<file path="src/rtl/m_mc_core_if.sv">
// m_mc_core_if: instruction/data memory handshake bundle.
// The core drives requests as master; memory models attach as slave.
interface m_mc_core_if #(
    parameter int XLEN = 32
);
    logic            w_imem_req;
    logic [XLEN-1:0] w_imem_addr;
    logic            w_imem_valid;
    logic [31:0]     w_imem_rdata;

    logic            w_dmem_req;
    logic            w_dmem_we;
    logic [XLEN-1:0] w_dmem_addr;
    logic [XLEN-1:0] w_dmem_wdata;
    logic            w_dmem_valid;
    logic [XLEN-1:0] w_dmem_rdata;

    modport master (
        output w_imem_req,
        output w_imem_addr,
        input  w_imem_valid,
        input  w_imem_rdata,
        output w_dmem_req,
        output w_dmem_we,
        output w_dmem_addr,
        output w_dmem_wdata,
        input  w_dmem_valid,
        input  w_dmem_rdata
    );

    modport slave (
        input  w_imem_req,
        input  w_imem_addr,
        output w_imem_valid,
        output w_imem_rdata,
        input  w_dmem_req,
        input  w_dmem_we,
        input  w_dmem_addr,
        input  w_dmem_wdata,
        output w_dmem_valid,
        output w_dmem_rdata
    );
endinterface

</file>
<file path="src/rtl/m_mc_core.sv">
// m_mc_core: multi-cycle RV32I-subset core (ADDI/ADD/SUB/LW/SW).
// Define MC_CORE_BRANCH_EN to add BEQ/BNE; otherwise opcode 1100011 is illegal.
module m_mc_core #(
    parameter int              XLEN     = 32,
    parameter int              NREGS    = 32,
    parameter logic [XLEN-1:0] RESET_PC = '0,
    parameter int              HALT_REG = 30
) (
    input  logic             w_clk,
    input  logic             w_rst,
    m_mc_core_if.master      bus,
    output logic [XLEN-1:0]  w_pc,
    output logic             w_halted,
    output logic             w_illegal,
    output logic [31:0]      w_instret
);

    localparam int RW = (NREGS > 1) ? $clog2(NREGS) : 1;

    typedef enum logic [2:0] {
        S_FETCH,
        S_DECODE,
        S_EXEC,
        S_MEM,
        S_WB,
        S_HALT
    } state_t;

    state_t          state;
    logic [31:0]     inst_q;
    logic [XLEN-1:0] regs [NREGS];
    logic [XLEN-1:0] pc_q;
    logic [XLEN-1:0] a_q;
    logic [XLEN-1:0] b_q;
    logic [XLEN-1:0] imm_q;
    logic [XLEN-1:0] res_q;
    logic [XLEN-1:0] daddr_q;
    logic [XLEN-1:0] dwdata_q;
    logic [4:0]      rd_q;
    logic            dwe_q;
    logic            op_rr_q;
    logic            op_sub_q;
    logic            op_ld_q;
    logic            op_st_q;
`ifdef MC_CORE_BRANCH_EN
    logic            op_br_q;
    logic            op_bne_q;
`endif
    logic            halted_q;
    logic            illegal_q;
    logic [31:0]     instret_q;

    // decode fields
    logic [6:0]      opc;
    logic [2:0]      f3;
    logic [6:0]      f7;
    logic [4:0]      rs1;
    logic [4:0]      rs2;
    logic            d_addi;
    logic            d_rr;
    logic            d_lw;
    logic            d_sw;
    logic            d_br;
    logic            d_legal;
    logic [XLEN-1:0] imm_i;
    logic [XLEN-1:0] imm_s;
`ifdef MC_CORE_BRANCH_EN
    logic [XLEN-1:0] imm_b;
`endif
    logic [XLEN-1:0] d_imm;
    logic [XLEN-1:0] rs1_val;
    logic [XLEN-1:0] rs2_val;
    logic [XLEN-1:0] alu_b;
    logic [XLEN-1:0] alu_res;
    logic [XLEN-1:0] pc_inc;

    assign opc = inst_q[6:0];
    assign f3  = inst_q[14:12];
    assign f7  = inst_q[31:25];
    assign rs1 = inst_q[19:15];
    assign rs2 = inst_q[24:20];

    assign imm_i = {{(XLEN-12){inst_q[31]}}, inst_q[31:20]};
    assign imm_s = {{(XLEN-12){inst_q[31]}}, inst_q[31:25], inst_q[11:7]};
`ifdef MC_CORE_BRANCH_EN
    assign imm_b = {{(XLEN-13){inst_q[31]}}, inst_q[31], inst_q[7],
                    inst_q[30:25], inst_q[11:8], 1'b0};
`endif

    // instruction classification; anything unmatched is illegal
    always_comb begin
        d_addi = (opc == 7'b0010011) && (f3 == 3'b000);
        d_rr   = (opc == 7'b0110011) && (f3 == 3'b000)
               && ((f7 == 7'b0000000) || (f7 == 7'b0100000));
        d_lw   = (opc == 7'b0000011) && (f3 == 3'b010);
        d_sw   = (opc == 7'b0100011) && (f3 == 3'b010);
`ifdef MC_CORE_BRANCH_EN
        d_br   = (opc == 7'b1100011) && ((f3 == 3'b000) || (f3 == 3'b001));
`else
        d_br   = 1'b0;
`endif
        d_legal = d_addi | d_rr | d_lw | d_sw | d_br;
    end

    // immediate select by format
    always_comb begin
        d_imm = imm_i;
        unique case (1'b1)
            d_sw: d_imm = imm_s;
`ifdef MC_CORE_BRANCH_EN
            d_br: d_imm = imm_b;
`endif
            default: d_imm = imm_i;
        endcase
    end

    // register read; x0 and unimplemented indices read as zero
    always_comb begin
        rs1_val = '0;
        rs2_val = '0;
        if (rs1 != 5'd0 && int'(rs1) < NREGS) rs1_val = regs[rs1[RW-1:0]];
        if (rs2 != 5'd0 && int'(rs2) < NREGS) rs2_val = regs[rs2[RW-1:0]];
    end

    // add/sub ALU, carry out is dropped
    always_comb begin
        alu_b   = op_rr_q ? b_q : imm_q;
        alu_res = op_sub_q ? (a_q - alu_b) : (a_q + alu_b);
        pc_inc  = pc_q + XLEN'(4);
    end

    // main FSM with datapath registers and register file
    always_ff @(posedge w_clk or posedge w_rst) begin
        if (w_rst) begin
            state     <= S_FETCH;
            inst_q    <= '0;
            pc_q      <= RESET_PC;
            a_q       <= '0;
            b_q       <= '0;
            imm_q     <= '0;
            res_q     <= '0;
            daddr_q   <= '0;
            dwdata_q  <= '0;
            rd_q      <= '0;
            dwe_q     <= 1'b0;
            op_rr_q   <= 1'b0;
            op_sub_q  <= 1'b0;
            op_ld_q   <= 1'b0;
            op_st_q   <= 1'b0;
`ifdef MC_CORE_BRANCH_EN
            op_br_q   <= 1'b0;
            op_bne_q  <= 1'b0;
`endif
            halted_q  <= 1'b0;
            illegal_q <= 1'b0;
            instret_q <= '0;
            for (int i = 0; i < NREGS; i++) regs[i] <= '0;
        end else begin
            case (state)
                S_FETCH: begin
                    if (bus.w_imem_valid) begin
                        inst_q <= bus.w_imem_rdata;
                        state  <= S_DECODE;
                    end
                end
                S_DECODE: begin
                    if (!d_legal) begin
                        halted_q  <= 1'b1;
                        illegal_q <= 1'b1;
                        state     <= S_HALT;
                    end else begin
                        a_q      <= rs1_val;
                        b_q      <= rs2_val;
                        imm_q    <= d_imm;
                        rd_q     <= inst_q[11:7];
                        op_rr_q  <= d_rr;
                        op_sub_q <= d_rr & f7[5];
                        op_ld_q  <= d_lw;
                        op_st_q  <= d_sw;
`ifdef MC_CORE_BRANCH_EN
                        op_br_q  <= d_br;
                        op_bne_q <= f3[0];
`endif
                        state    <= S_EXEC;
                    end
                end
                S_EXEC: begin
                    if (op_ld_q || op_st_q) begin
                        daddr_q  <= a_q + imm_q;
                        dwdata_q <= b_q;
                        dwe_q    <= op_st_q;
                        state    <= S_MEM;
`ifdef MC_CORE_BRANCH_EN
                    end else if (op_br_q) begin
                        pc_q      <= ((a_q == b_q) ^ op_bne_q)
                                   ? (pc_q + imm_q) : pc_inc;
                        instret_q <= instret_q + 32'd1;
                        state     <= S_FETCH;
`endif
                    end else begin
                        res_q <= alu_res;
                        state <= S_WB;
                    end
                end
                S_MEM: begin
                    if (bus.w_dmem_valid) begin
                        if (dwe_q) begin
                            pc_q      <= pc_inc;
                            instret_q <= instret_q + 32'd1;
                            state     <= S_FETCH;
                        end else begin
                            res_q <= bus.w_dmem_rdata;
                            state <= S_WB;
                        end
                    end
                end
                S_WB: begin
                    if (rd_q != 5'd0 && int'(rd_q) < NREGS)
                        regs[rd_q[RW-1:0]] <= res_q;
                    instret_q <= instret_q + 32'd1;
                    // a halting write leaves PC on the halting instruction
                    if (rd_q == 5'(HALT_REG)) begin
                        halted_q <= 1'b1;
                        state    <= S_HALT;
                    end else begin
                        pc_q  <= pc_inc;
                        state <= S_FETCH;
                    end
                end
                S_HALT: state <= S_HALT;
                default: state <= S_HALT;
            endcase
        end
    end

    // requests follow state but drop as soon as reset is asserted
    assign bus.w_imem_req   = (state == S_FETCH) && !w_rst;
    assign bus.w_imem_addr  = pc_q;
    assign bus.w_dmem_req   = (state == S_MEM) && !w_rst;
    assign bus.w_dmem_we    = dwe_q;
    assign bus.w_dmem_addr  = daddr_q;
    assign bus.w_dmem_wdata = dwdata_q;

    assign w_pc      = pc_q;
    assign w_halted  = halted_q;
    assign w_illegal = illegal_q;
    assign w_instret = instret_q;

endmodule

</file>
<file path="src/flat_wrapper.sv">
// flat-port wrapper written by rule: the top's interface ports become plain ports
module m_mc_core_flat 
#(
    parameter int              XLEN     = 32,
    parameter int              NREGS    = 32,
    parameter logic [XLEN-1:0] RESET_PC = '0,
    parameter int              HALT_REG = 30
)
  (w_clk, w_rst, w_pc, w_halted, w_illegal, w_instret, bus_w_imem_req, bus_w_imem_addr, bus_w_imem_valid, bus_w_imem_rdata, bus_w_dmem_req, bus_w_dmem_we, bus_w_dmem_addr, bus_w_dmem_wdata, bus_w_dmem_valid, bus_w_dmem_rdata);
  m_mc_core_if #(.XLEN(XLEN)) bus_i ();
  input  logic w_clk;
  input  logic w_rst;
  output logic [XLEN-1:0] w_pc;
  output logic w_halted;
  output logic w_illegal;
  output logic [31:0] w_instret;
  output wire logic [$bits(bus_i.w_imem_req)-1:0] bus_w_imem_req;
  output wire logic [$bits(bus_i.w_imem_addr)-1:0] bus_w_imem_addr;
  input wire logic [$bits(bus_i.w_imem_valid)-1:0] bus_w_imem_valid;
  input wire logic [$bits(bus_i.w_imem_rdata)-1:0] bus_w_imem_rdata;
  output wire logic [$bits(bus_i.w_dmem_req)-1:0] bus_w_dmem_req;
  output wire logic [$bits(bus_i.w_dmem_we)-1:0] bus_w_dmem_we;
  output wire logic [$bits(bus_i.w_dmem_addr)-1:0] bus_w_dmem_addr;
  output wire logic [$bits(bus_i.w_dmem_wdata)-1:0] bus_w_dmem_wdata;
  input wire logic [$bits(bus_i.w_dmem_valid)-1:0] bus_w_dmem_valid;
  input wire logic [$bits(bus_i.w_dmem_rdata)-1:0] bus_w_dmem_rdata;
  assign bus_w_imem_req = bus_i.w_imem_req;
  assign bus_w_imem_addr = bus_i.w_imem_addr;
  assign bus_i.w_imem_valid = bus_w_imem_valid;
  assign bus_i.w_imem_rdata = bus_w_imem_rdata;
  assign bus_w_dmem_req = bus_i.w_dmem_req;
  assign bus_w_dmem_we = bus_i.w_dmem_we;
  assign bus_w_dmem_addr = bus_i.w_dmem_addr;
  assign bus_w_dmem_wdata = bus_i.w_dmem_wdata;
  assign bus_i.w_dmem_valid = bus_w_dmem_valid;
  assign bus_i.w_dmem_rdata = bus_w_dmem_rdata;
  m_mc_core #(.XLEN(XLEN), .NREGS(NREGS), .RESET_PC(RESET_PC), .HALT_REG(HALT_REG)) u_core (.w_clk(w_clk), .w_rst(w_rst), .bus(bus_i), .w_pc(w_pc), .w_halted(w_halted), .w_illegal(w_illegal), .w_instret(w_instret));
endmodule
</file>
<file path="config.mk">
export PLATFORM = sky130hd
export DESIGN_NAME = m_mc_core_flat
export DESIGN_NICKNAME = d
export VERILOG_FILES = /design/src/rtl/m_mc_core_if.sv /design/src/rtl/m_mc_core.sv /design/src/flat_wrapper.sv
export SDC_FILE = /design/constraint.sdc
export NUM_CORES = 2
export LEC_CHECK = 0
export CAP_MARGIN = 10
export CELL_PAD_IN_SITES_DETAIL_PLACEMENT = 1
export CELL_PAD_IN_SITES_GLOBAL_PLACEMENT = 1
export CORE_UTILIZATION = 45
export CTS_BUF_LIST = sky130_fd_sc_hd__clkbuf_4
export CTS_CLUSTER_DIAMETER = 200
export DETAILED_ROUTE_END_ITERATION = 6
export PLACE_DENSITY = 0.82
export SLEW_MARGIN = 0
export SYNTH_ARGS = -nofsm -noshare
export SYNTH_HDL_FRONTEND = slang
export SYNTH_SLANG_ARGS = --single-unit
</file>
<file path="constraint.sdc">
create_clock -name w_clk -period 63.5 [get_ports w_clk]
set_clock_uncertainty 0.05 [all_clocks]
set_input_delay 12.7 -clock w_clk [delete_from_list [all_inputs] [get_ports w_clk]]
set_output_delay 12.7 -clock w_clk [all_outputs]
set_load 0.01 [all_outputs]
</file>
Word-level counts from Yosys, hierarchy flattened
Cells that the tools add are included.
{"block": "word_totals", "regBits": 1307, "out_inout_bits": 165, "input_bits": 68, "wordCells": 151}
{"block": "classes", "addsub": 5, "muxes": 35, "order_cmp": 4, "eq_ne": 19, "n_bitwise": 8, "reduce_logical": 30}
{"cell": "$bwmux W1024", "count": 1}
{"cell": "$mux W32", "count": 17}
{"cell": "$bmux W32 S5", "count": 2}
{"cell": "$pmux W32 S2", "count": 3}
{"cell": "$demux W32 S5", "count": 1}
{"cell": "$add A32 B32 Y32", "count": 2}
{"cell": "$add A32 B1 Y32 const B", "count": 1}
{"cell": "$add A32 B3 Y32 const B", "count": 1}
{"cell": "$sub A32 B32 Y32", "count": 1}
{"cell": "$eq A7 B6 Y1 const B", "count": 3}
{"cell": "$ge A6 B6 Y1 const B", "count": 3}
{"cell": "$mux W3", "count": 6}
{"cell": "$not A5 Y6", "count": 3}
{"cell": "$pmux W3 S5", "count": 1}
{"cell": "$reduce_bool A5 Y1", "count": 3}
{"cell": "$ne A2 B2 Y1 const B", "count": 6}
{"cell": "$reduce_and A2 Y1", "count": 6}
{"cell": "$eq A3 B2 Y1 const B", "count": 3}
{"cell": "$logic_and A1 B1 Y1", "count": 8}
{"cell": "$reduce_and A4 Y1", "count": 2}
{"cell": "$eq A7 B2 Y1 const B", "count": 1}
{"cell": "$eq A7 B5 Y1 const B", "count": 1}
{"cell": "$logic_not A7 Y1", "count": 1}
{"cell": "$logic_not A3 Y1", "count": 2}
{"cell": "other kinds (15)", "count": 23}

Logic depth before layout (Yosys ltp)
{"block": "logic_depth", "word_depth": 8, "ltp_mapped": 25, "depth_no_buf": 19}

Worst setup path before layout
OpenSTA, ideal clock, no wires.
{"block": "synth_path", "path_kind": "input to output", "startpoint": "in w_rst", "endpoint": "out bus_w_imem_req", "cell_stages": 1, "path_buffers": 0, "required_ns": 50.750, "setup_slack_ns": 37.760, "arrival_time_ns": 12.990, "cell_sequence": "nor3_1"}
{"block": "synth_via", "elab_chain_cells": 2}
{"item": "start: declaration", "line": "flat_wrapper.sv:12", "rtl": "input logic w_rst;"}
{"item": "$logic_not A1 Y1 (no line)"}
{"item": "$logic_and A1 B1 Y1", "line": "m_mc_core.sv:237", "rtl": "assign bus.w_imem_req = (state == S_FETCH) && !w_rst;"}
{"item": "end: declaration", "line": "flat_wrapper.sv:17", "rtl": "output wire logic [$bits(bus_i.w_imem_req)-1:0] bus_w_imem_req;"}
Every way passes these cells.

Worst setup path after layout
Ends and elaborated chain as after synthesis.

==> impl_metrics.yaml <==
critical_path:
  endpoint_kind: "output port"
  cpMaxStageDelayCell: "clkdlybuf4s50_1"
  path_cells: "clkdlybuf4s50_1, nor3_1, clkdlybuf4s50_1"
  cp_max_fo: 3
  worstPathRequired_ps: 50750
  critPathLaunch: "w_rst"
  r2r_start: "u_core.op_rr_q"
  crit_buf_inv: 2
  critPathTopFamily: "buffers and inverters"
  crit_top_cell: "clkdlybuf4s50_1"
  cp_slowest_stage_delay_ps: 580
  startpoint_type: "primary input"
  arrival_ps: 14080
  crit_type: "in2out"
clock_tree:
  insertion_delay_ps: 1350
  clk_pin_slew_ps: 60
  numCtsBuffers: 352
  cts_tree: "done"
  postCtsSetupRepairBufs: 0
  cts.sinks: 1305
  htreeDepth: 5
  clock-root-buffer: "clkbuf_4"
  cts_buffer_depth: 4
  cts_hold_buf: 0
  post_cts_resized: 0
routing:
  post-route-drc-count: 0
  drt-initial-drc-count: 4616
  wl_per_cell_um: 29.2
  vias: 52800
  ant_nets: 0
  drt_wl_total_um: 239000
  dr.pass1.iters: 6
  viasPerCell: 6.45
power:
  power_leakage_nw: 36.3
  power.density_mw_per_mm2: 42.4
  peakVddDrop_mv: 0.0390
timing:
  rsz0062_at_grt: "false"
  hold_viol: 0
  tightest_slew_ps: 1360
  slew_headroom_pct: 8.27
  setup_slack_ps: 36670
  finalCriticalPeriod_ps: 26830
  drv_slew: 0
  max_freq_mhz: 37.3
  setup_tns_ps: 0
  setup-violations-final: 0
  period_share_pct: 42.3
global_routing:
  grt_max_degree: 164
  grt_antenna_before_repair: 13
  grt_pass1_vias: 57200
  grt_usage_pct: 30.2
  grt_pass1_wl_um: 361000
  grt-ovfl-total: 0
layout:
  finish.instance_area_mm2: 0.0781
  utilization_pct: 50.5
  fill_cells: 15900
  area_growth_pct: 11.0
  final_layout_size_suffix_gt1_share_pct: 34.3
  final_nets: 6056
hold_path:
  hp-class: "reg2reg"
  holdCritStartpoint: "u_core.regs[1000]"
flow_run:
  maxCapViolCount: 0
logic_synthesis:
  ys_seq_area_share_pct: 46.4
  netlist_area_mm2: 0.0704
  synth.area.top_cells: "dfrtp_1, mux2_2, mux4_2"
  avgSynthCellArea_um2: 12.2
  yosys.area.top_type_share_pct: 46.4
  ys_warn_count: 0
  yosysMostFrequentCell: "dfrtp_1"
  ys_top_cells_by_count: "dfrtp_1, mux2_2, o21ai_0, mux2i_1, clkbuf_1"
  synth_cell_types: 80
  synth_edf_count: 0
  syn_inst: 5789
  synth_top_area_cell: "dfrtp_1"
  synth-main-ff-cell: "dfrtp_1"
  async_flop_share_pct: 100
  ys_seq_elements: 1305
floorplanning:
  ios: 233
  die_y_um: 398
  fp.dieW_um: 398
  rows: 144
  coreArea_mm2: 0.155
  die_area_mm2: 0.158
  initial_core_util_pct: 45.5
placement:
  gp_congestion: 0.914
  numPortBuffers: 228
  dpl-instance-area_mm2: 0.0740
  place_ws_ps: 36650
  hpwl_um: 139000
run_status:
  status: "completed"
cells by family after synthesis:
logic type | Yosys count | synth area share (%)
simple gates | 764 | 4.88
mux | 1824 | 32.6
fa+ha+maj | 67 | 1.21
compound gates | 1105 | 9.76
other cells | 1 | 0.00533
xor+xnor | 142 | 1.77
flops | 1305 | 46.4
buf+inv | 581 | 3.42
sequential cells by signal, summed over array words and instances, names as in the netlist:
register and count:
u_core.w_halted 1, u_core.bus.w_dmem_we 1, u_core.op_ld_q 1, u_core.op_sub_q 1, u_core.w_illegal 1, u_core.rd_q 5, u_core.state 3, u_core.res_q 32
u_core.inst_q 32, u_core.op_rr_q 1, u_core.bus.w_dmem_addr 32, u_core.a_q 32, u_core.op_st_q 1, u_core.bus.w_imem_addr 30, u_core.w_instret 32, u_core.b_q 32
u_core.imm_q 12, u_core.regs 1024, u_core.bus.w_dmem_wdata 32
cells in the final DEF, fill, tap and decap left out, types with 8 or more instances in the layout:
master / count
a211oi_1: 8
a21o_1: 27
a21oi_1: 238
a221oi_1: 129
a22oi_1: 131
a31oi_1: 14
and3_1: 21
buf_4: 96
clkbuf_4: 507
clkdlybuf4s50_1: 228
clkinv_1: 46
dfrtp_1: 1294
dfrtp_4: 10
ha_1: 65
inv_1: 25
mux2_1: 14
mux2_2: 1152
mux2i_1: 402
mux4_2: 256
nand2_1: 302
nand2_2: 15
nand2b_1: 21
nand3_1: 37
nand4_1: 12
nor2_1: 237
nor2_4: 15
nor3_1: 20
nor3b_1: 9
o211ai_1: 68
o21a_1: 9
o21ai_0: 419
o21bai_1: 10
or2_2: 8
xnor2_1: 76
xor2_1: 66
layout make-up:
class / instances / area [um2] / area share (%)
multi-input combinational: 3906 / 35500 / 45.5
inverter: 26 / 105 / 0.135
sequential: 1305 / 32700 / 41.8
clock inverter: 60 / 298 / 0.381
clock buffer: 507 / 3810 / 4.87
timing repair buffer: 330 / 3120 / 4.00
antenna: 4 / 10.0 / 0.0128
tap: 2044 / 2560 / 3.27
through the flow:
step	cells	hold slack (ps)	total power, W
finish	8182	354	0.00331
global route	8182	366	0.00347
CTS	8172	356	0.00327
detailed placement	7605	339	0.00253
global placement	7605	334	0.00248
floorplan	5792	399	0.00200
layer usage:
layer | up-vias | wire, um | GRT usage [%]
met5 | - | 109 | 0.151
met4 | 14 | 11300 | 15.5
met3 | 733 | 22400 | 8.72
met2 | 2528 | 111000 | 46.7
met1 | 27600 | 94800 | 38.6
li1 | 21900 | - | -
path summary, 6_finish.rpt:
kind	depth (start not counted)	to	slack, ps
max in group asynchronous	6	u_core.regs[732]	47490
worst max register to register	19	u_core.res_q[31]	56750
min in group asynchronous	2	u_core.bus.w_dmem_we	11920
worst min register to register	0	u_core.regs[1000]	350
worst max-delay path	3	bus_w_imem_req	36670
worst min-delay path	0	u_core.regs[1000]	350
power by group:
group	switching (W)	total [W]	internal, W	leakage, nW
Clock	0.000360	0.000730	0.000370	2.47
Sequential	0.000139	0.00102	0.000877	18.1
Combinational	0.00103	0.00156	0.000538	15.7
Total	0.00153	0.00331	0.00178	36.3
No activity file was read; power rests on OpenSTA's default activity.
